--- config.mk ---
export PLATFORM = sky130hd
export DESIGN_NAME = mult_16_16_top_flat
export DESIGN_NICKNAME = d
export VERILOG_FILES = /design/src/rtl/mult_16_16_top_if.sv /design/src/rtl/mult_16_16_top.sv /design/src/flat_wrapper.sv
export SDC_FILE = /design/constraint.sdc
export NUM_CORES = 1
export LEC_CHECK = 0
export ABC_AREA = 1
export BUFFER_PORTS_ARGS = -buffer_cell sky130_fd_sc_hd__buf_2
export CORE_MARGIN = 10
export CORE_UTILIZATION = 45
export DETAILED_ROUTE_END_ITERATION = 7
export HOLD_SLACK_MARGIN = 0.1
export PLACE_DENSITY = 0.73
export SYNTH_ARGS = -nofsm -noshare
export SYNTH_HDL_FRONTEND = slang
export SYNTH_SLANG_ARGS = --single-unit
--- constraint.sdc ---
create_clock -name sys_clk -period 8.3 [get_ports sys_clk]
set_input_delay 2.49 -clock sys_clk [delete_from_list [all_inputs] [get_ports sys_clk]]
set_output_delay 2.49 -clock sys_clk [all_outputs]
set_load 0.02 [all_outputs]
--- src/rtl/mult_16_16_top_if.sv ---
// Operand/result bundle for mult_16_16_top.
// master: operand source / result sink; slave: the multiplier.
interface mult_16_16_top_if;
  logic        IN_VLD;
  logic [15:0] A_NUM;
  logic [15:0] B_NUM;
  logic [31:0] C_NUM;
  logic        OUT_VLD;

  modport master (
    output IN_VLD,
    output A_NUM,
    output B_NUM,
    input  C_NUM,
    input  OUT_VLD
  );

  modport slave (
    input  IN_VLD,
    input  A_NUM,
    input  B_NUM,
    output C_NUM,
    output OUT_VLD
  );
endinterface

--- src/rtl/mult_16_16_top.sv ---
// 16x16 -> 32 signed multiplier: radix-4 Booth recoding of A_NUM, Wallace
// tree of 3:2 carry-save adders, one 32-bit carry-propagate adder, and a
// registered output. Full throughput, no backpressure.
// Build option: define MULT_PIPE_EN to register the tree's sum/carry rows
// (plus valid) ahead of the final adder; latency goes from 1 to 2 cycles
// and results are bit-identical in both builds.
module mult_16_16_top (
  input  logic            sys_clk,
  input  logic            sys_rst,
  mult_16_16_top_if.slave mult_if
);

  // 3:2 compressor over 32-bit rows; returns {carry<<1, sum}. Bits carried
  // past bit 31 are dropped, which is harmless modulo 2^32.
  function automatic logic [63:0] csa(input logic [31:0] x,
                                      input logic [31:0] y,
                                      input logic [31:0] z);
    logic [31:0] s;
    logic [31:0] c;
    s = x ^ y ^ z;
    c = ((x & y) | (x & z) | (y & z)) << 1;
    return {c, s};
  endfunction

  // A_NUM with the implicit A[-1]=0 appended at the bottom.
  logic [16:0] w_a_ext;
  // B_NUM sign-extended to full product width.
  logic [31:0] w_b_ext;
  logic [31:0] w_pp [8];
  // One +1 per negated digit, at bit 2i; the positions never collide.
  logic [31:0] w_corr;

  assign w_a_ext = {mult_if.A_NUM, 1'b0};
  assign w_b_ext = {{16{mult_if.B_NUM[15]}}, mult_if.B_NUM};

  // Booth recoding: digit i from (A[2i+1], A[2i], A[2i-1]); negative digits
  // are formed as one's complement plus a correction bit at weight 2^(2i).
  always_comb begin
    logic [2:0]  trip;
    logic [31:0] mag;
    logic        neg;
    w_corr = '0;
    trip   = '0;
    mag    = '0;
    neg    = 1'b0;
    for (int unsigned i = 0; i < 8; i++) begin
      trip = w_a_ext[2*i +: 3];
      unique case (trip)
        3'b001, 3'b010: begin mag = w_b_ext;      neg = 1'b0; end
        3'b011:         begin mag = w_b_ext << 1; neg = 1'b0; end
        3'b100:         begin mag = w_b_ext << 1; neg = 1'b1; end
        3'b101, 3'b110: begin mag = w_b_ext;      neg = 1'b1; end
        default:        begin mag = '0;           neg = 1'b0; end
      endcase
      w_pp[i] = (neg ? ~mag : mag) << (2*i);
      if (neg) w_corr[2*i] = 1'b1;
    end
  end

  logic [31:0] w_sum;
  logic [31:0] w_carry;

  // Wallace reduction of 9 rows (8 partial products + correction row):
  // 9 -> 6 -> 4 -> 3 -> 2.
  always_comb begin
    logic [31:0] s1a, c1a, s1b, c1b, s1c, c1c;
    logic [31:0] s2a, c2a, s2b, c2b;
    logic [31:0] s3, c3;
    {c1a, s1a} = csa(w_pp[0], w_pp[1], w_pp[2]);
    {c1b, s1b} = csa(w_pp[3], w_pp[4], w_pp[5]);
    {c1c, s1c} = csa(w_pp[6], w_pp[7], w_corr);
    {c2a, s2a} = csa(s1a, c1a, s1b);
    {c2b, s2b} = csa(c1b, s1c, c1c);
    {c3,  s3 } = csa(s2a, c2a, s2b);
    {w_carry, w_sum} = csa(s3, c3, c2b);
  end

  logic [31:0] w_fin_sum;
  logic [31:0] w_fin_carry;
  logic        w_fin_vld;

`ifdef MULT_PIPE_EN
  logic [31:0] r_sum;
  logic [31:0] r_carry;
  logic        r_vld_p;

  // Register the two carry-save rows and their valid ahead of the final adder.
  always_ff @(posedge sys_clk) begin
    if (sys_rst) begin
      r_sum   <= '0;
      r_carry <= '0;
      r_vld_p <= 1'b0;
    end else begin
      r_vld_p <= mult_if.IN_VLD;
      if (mult_if.IN_VLD) begin
        r_sum   <= w_sum;
        r_carry <= w_carry;
      end
    end
  end

  assign w_fin_sum   = r_sum;
  assign w_fin_carry = r_carry;
  assign w_fin_vld   = r_vld_p;
`else
  assign w_fin_sum   = w_sum;
  assign w_fin_carry = w_carry;
  assign w_fin_vld   = mult_if.IN_VLD;
`endif

  logic [31:0] r_c_num;
  logic        r_out_vld;

  // Final carry-propagate add into the output register; the product holds
  // when no new operands arrive, and reset squashes anything in flight.
  always_ff @(posedge sys_clk) begin
    if (sys_rst) begin
      r_c_num   <= '0;
      r_out_vld <= 1'b0;
    end else begin
      r_out_vld <= w_fin_vld;
      if (w_fin_vld) r_c_num <= w_fin_sum + w_fin_carry;
    end
  end

  assign mult_if.C_NUM   = r_c_num;
  assign mult_if.OUT_VLD = r_out_vld;

endmodule

--- src/flat_wrapper.sv ---
// flat-port wrapper written by rule: the top's interface ports become plain ports
module mult_16_16_top_flat 
  (sys_clk, sys_rst, mult_if_IN_VLD, mult_if_A_NUM, mult_if_B_NUM, mult_if_C_NUM, mult_if_OUT_VLD);
  mult_16_16_top_if mult_if_i ();
  input  logic sys_clk;
  input  logic sys_rst;
  input wire logic [$bits(mult_if_i.IN_VLD)-1:0] mult_if_IN_VLD;
  input wire logic [$bits(mult_if_i.A_NUM)-1:0] mult_if_A_NUM;
  input wire logic [$bits(mult_if_i.B_NUM)-1:0] mult_if_B_NUM;
  output wire logic [$bits(mult_if_i.C_NUM)-1:0] mult_if_C_NUM;
  output wire logic [$bits(mult_if_i.OUT_VLD)-1:0] mult_if_OUT_VLD;
  assign mult_if_i.IN_VLD = mult_if_IN_VLD;
  assign mult_if_i.A_NUM = mult_if_A_NUM;
  assign mult_if_i.B_NUM = mult_if_B_NUM;
  assign mult_if_C_NUM = mult_if_i.C_NUM;
  assign mult_if_OUT_VLD = mult_if_i.OUT_VLD;
  mult_16_16_top u_core (.sys_clk(sys_clk), .sys_rst(sys_rst), .mult_if(mult_if_i));
endmodule
==> metrics.csv <==
stage,metric,value,unit
sta,unrepaired setup endpoints after global routing,no,
floorplanning,Boundary Pins,68,
setup_path,Worst Path Required,8.48,ns
yosys,synth warn,0,
grt,first-pass GRT wire length,43.5,mm
grt,via count of the first global-routing pass,8700,
setup_path,crit start category,primary input,
layout,utilization after layout,48.9,%
layout,most common library cell in the layout ignoring fill and taps,inv_1,
setup_path,list of cells traversed by the critical path,buf_2 > nand2_2 > inv_2 > or2_1 > o22ai_2 > xor2_1 > fa_1 > inv_1 > fa_1 > fa_1 > inv_1 > fa_1 > ha_1 > nand2_1 > inv_1 > nand2_1 > nor2_1 > nand2_1 > nand3_1 > nand2_1 > nand3_1 > nand3_1 > nand2_1 > inv_1,
sta,hold violation total from the final report,0,
layout,final-stage net count,1608,
yosys,sequential cell area fraction in the yosys report,6.88,%
place,detailed placer's ending HPWL,21.5,mm
cts,CTS root buffer,clkbuf_16,
layout,Antenna Diode Count,0,
sta,relative slew slack,44.1,%
cts,clock buffer count from CTS,5,
place,Final Wtd Congestion,0.952,
sta,highest clock rate,137,MHz
floorplanning,die height,166,µm
setup_path,slowest cell on the critical path,or2_1,
floorplanning,Cell Rows,53,
place,number of I/O port buffers,67,
outcome,result of the run,finished clean,
setup_path,"Buf+Inv Stages, Crit Path",6,
grt,largest net degree at the start of global routing,47,
sta,final critical path time including I/O delays and setup,7.32,ns
setup_path,most frequent cell on the critical path,nand2_1,
layout,most frequent cells in the layout,"inv_1 (314), nand2_1 (222), xor2_1 (125)",
setup_path,Worst path top cell family by delay,adder cells,
route,Wirelength per Cell,15.7,µm
setup_path,category of the worst setup path capture point,register,
yosys,post-synthesis instance area,9600,µm²
route,Vias per Instance,5.27,
cts,number of resized instances in the post-cts repair step,0,
cts,clock-pin slew on the worst setup and hold paths,0.05,ns
floorplanning,die outline area,27600,µm²
yosys,count of unique library cells instantiated by Yosys,38,
cts,CTS Hold Buffers Added,0,
layout,final non-filler cell area,10300,µm²
sta,setup TNS,0,ns
route,Pre-antenna DRT Iters,6,
sta,transition time at the pin with the least slew margin,0.838,ns
place,area after detailed placement,10100,µm²
yosys,flop and latch count out of synthesis,33,
sta,final setup fails,0,
route,Antenna Nets Post-Route,0,
route,"wirelength, routed",26.1,mm
sta,share of the clock period used by the worst path,88.1,%
cts,count of clock tree sinks,33,
cts,number of buffers on the longest clock path,2,
yosys,net count after synthesis,1568,
setup_path,arrival time worst endpoint,7.49,ns
place,Placed Cells incl. Taps,1653,
sta,"Slew Viols, Final",0,
sta,Final Skew,0,ns
hold_path,class of the worst hold path,reg2reg,
yosys,cell types with the largest area share after synthesis,"fa_1 (24%), inv_1 (12%), xor2_1 (11%)",
cts,clock tree from TritonCTS,yes,
cts,Setup Buffers After CTS,0,
route,total DRC errors in the routed layout,0,
setup_path,maximum net fanout on the critical path,16,
yosys,area share of the largest cell type after synthesis,24.2,%
layout,share of final-layout standard cells stronger than drive strength 1,10.5,%
route,number of DRC markers in iteration 0,683,
cts,latest clock arrival within the worst-skew pair,0.28,ns
layout,Area Growth Syn to Fin,7.15,%
cts,H-tree levels,2,
yosys,Cells after Synth,1345,
grt,Overflow after GRT,0,
grt,number of antenna violations at the first check in global routing,0,
yosys,Synth Area per Inst,7.14,µm²
yosys,most area-hungry cell type in the Yosys netlist,fa_1,
job,number of maximum-capacitance constraint violations,0,
setup_path,Critical Path Max Stage Delay,0.59,ns
floorplanning,initial core utilization,45.7,%
floorplanning,core outline area,21000,µm²
grt,gr usage total,18.7,%
route,DR vias,8749,
setup_path,critical path class,in2reg,
floorplanning,horizontal die dimension,166,µm
layout,"Cell Count, Final, Fillers Out",1660,
-- sequential cells by signal, summed over array words and instances (netlist names) --
signal and cells:
u_core.mult_if.C_NUM 32, u_core.mult_if.OUT_VLD 1
-- logic make-up (layout without fill, tap and decap cells) --
family          count (synthesis)  count (layout)  synth area share, %
compound gates                188             188                 13.0
simple gates                  419             419                 18.3
mux                             1               1                0.104
fa+ha+maj                     188             188                 33.6
flops                          33              33                 6.88
buf+inv                       378             418                 15.6
xor+xnor                      138             138                 12.6
-- worst paths after layout --
path	start	end	slack, ns	depth (start not counted)
max	mult_if_A_NUM[1]	u_core.mult_if.C_NUM[23]	0.98	24
min	u_core.mult_if.C_NUM[15]	u_core.mult_if.C_NUM[15]	0.48	2
max reg2reg	u_core.mult_if.C_NUM[10]	u_core.mult_if.C_NUM[10]	7.61	4
min reg2reg	u_core.mult_if.C_NUM[15]	u_core.mult_if.C_NUM[15]	0.48	2
-- cell type report --
class / count / area, µm²
flip-flops and latches: 33 / 661
clock buffers: 7 / 143
inverters: 325 / 1220
well taps: 275 / 344
multi-input cells: 934 / 7440
repair buffers: 86 / 478
fillers: 2080 / 10700
-- synthesized netlist by cell type --
library cell,n
a21boi_0,1
a21oi_1,26
a21oi_2,1
a22oi_1,2
buf_1,17
buf_2,15
buf_4,6
buf_6,5
clkbuf_1,10
dfxtp_1,33
fa_1,116
ha_1,72
inv_1,314
inv_2,11
mux2i_1,1
nand2_1,222
nand2_2,4
nand3_1,53
nand3_2,2
nand3b_1,1
nand4_1,10
nor2_1,105
nor2_2,7
nor2_4,1
nor3_1,8
nor3_2,3
nor3b_2,1
o211ai_1,1
o21ai_0,25
o21ai_1,6
o21ai_2,4
o21bai_1,3
o22ai_1,100
o22ai_2,19
or2_1,1
or2_2,1
xnor2_1,13
xor2_1,125
-- worst min-delay path: cells and delay by family, from the launching register on --
kind / cells / cell delay [ns]
flops: 1 / 0.32
buf+inv: 1 / 0.05
compound gates: 1 / 0.08
-- metal layers --
| metal | vias to the layer above | GRT usage, % | part of all wire (%) |
|---|---|---|---|
| met2 | 320 | 32.6 | 48 |
| met3 | 59 | 1.99 | 6.4 |
| li1 | 4238 | - | - |
| met4 | 0 | 6.51 | 3.3 |
| met5 | - | 0 | 0 |
| met1 | 4132 | 23.5 | 42 |
-- metrics by stage --
step / setup slack [ns] / hold slack, ns
detailed placement: 0.777 / 0.466
global route: 0.611 / 0.499
finish: 0.984 / 0.476
floorplan: 1.59 / 0.564
CTS: 1.07 / 0.483
global placement: 0.780 / 0.464
Power is left out: the tool's default activity adds up to more than one toggle a clock period on the data nets, which glitch-free logic cannot reach.
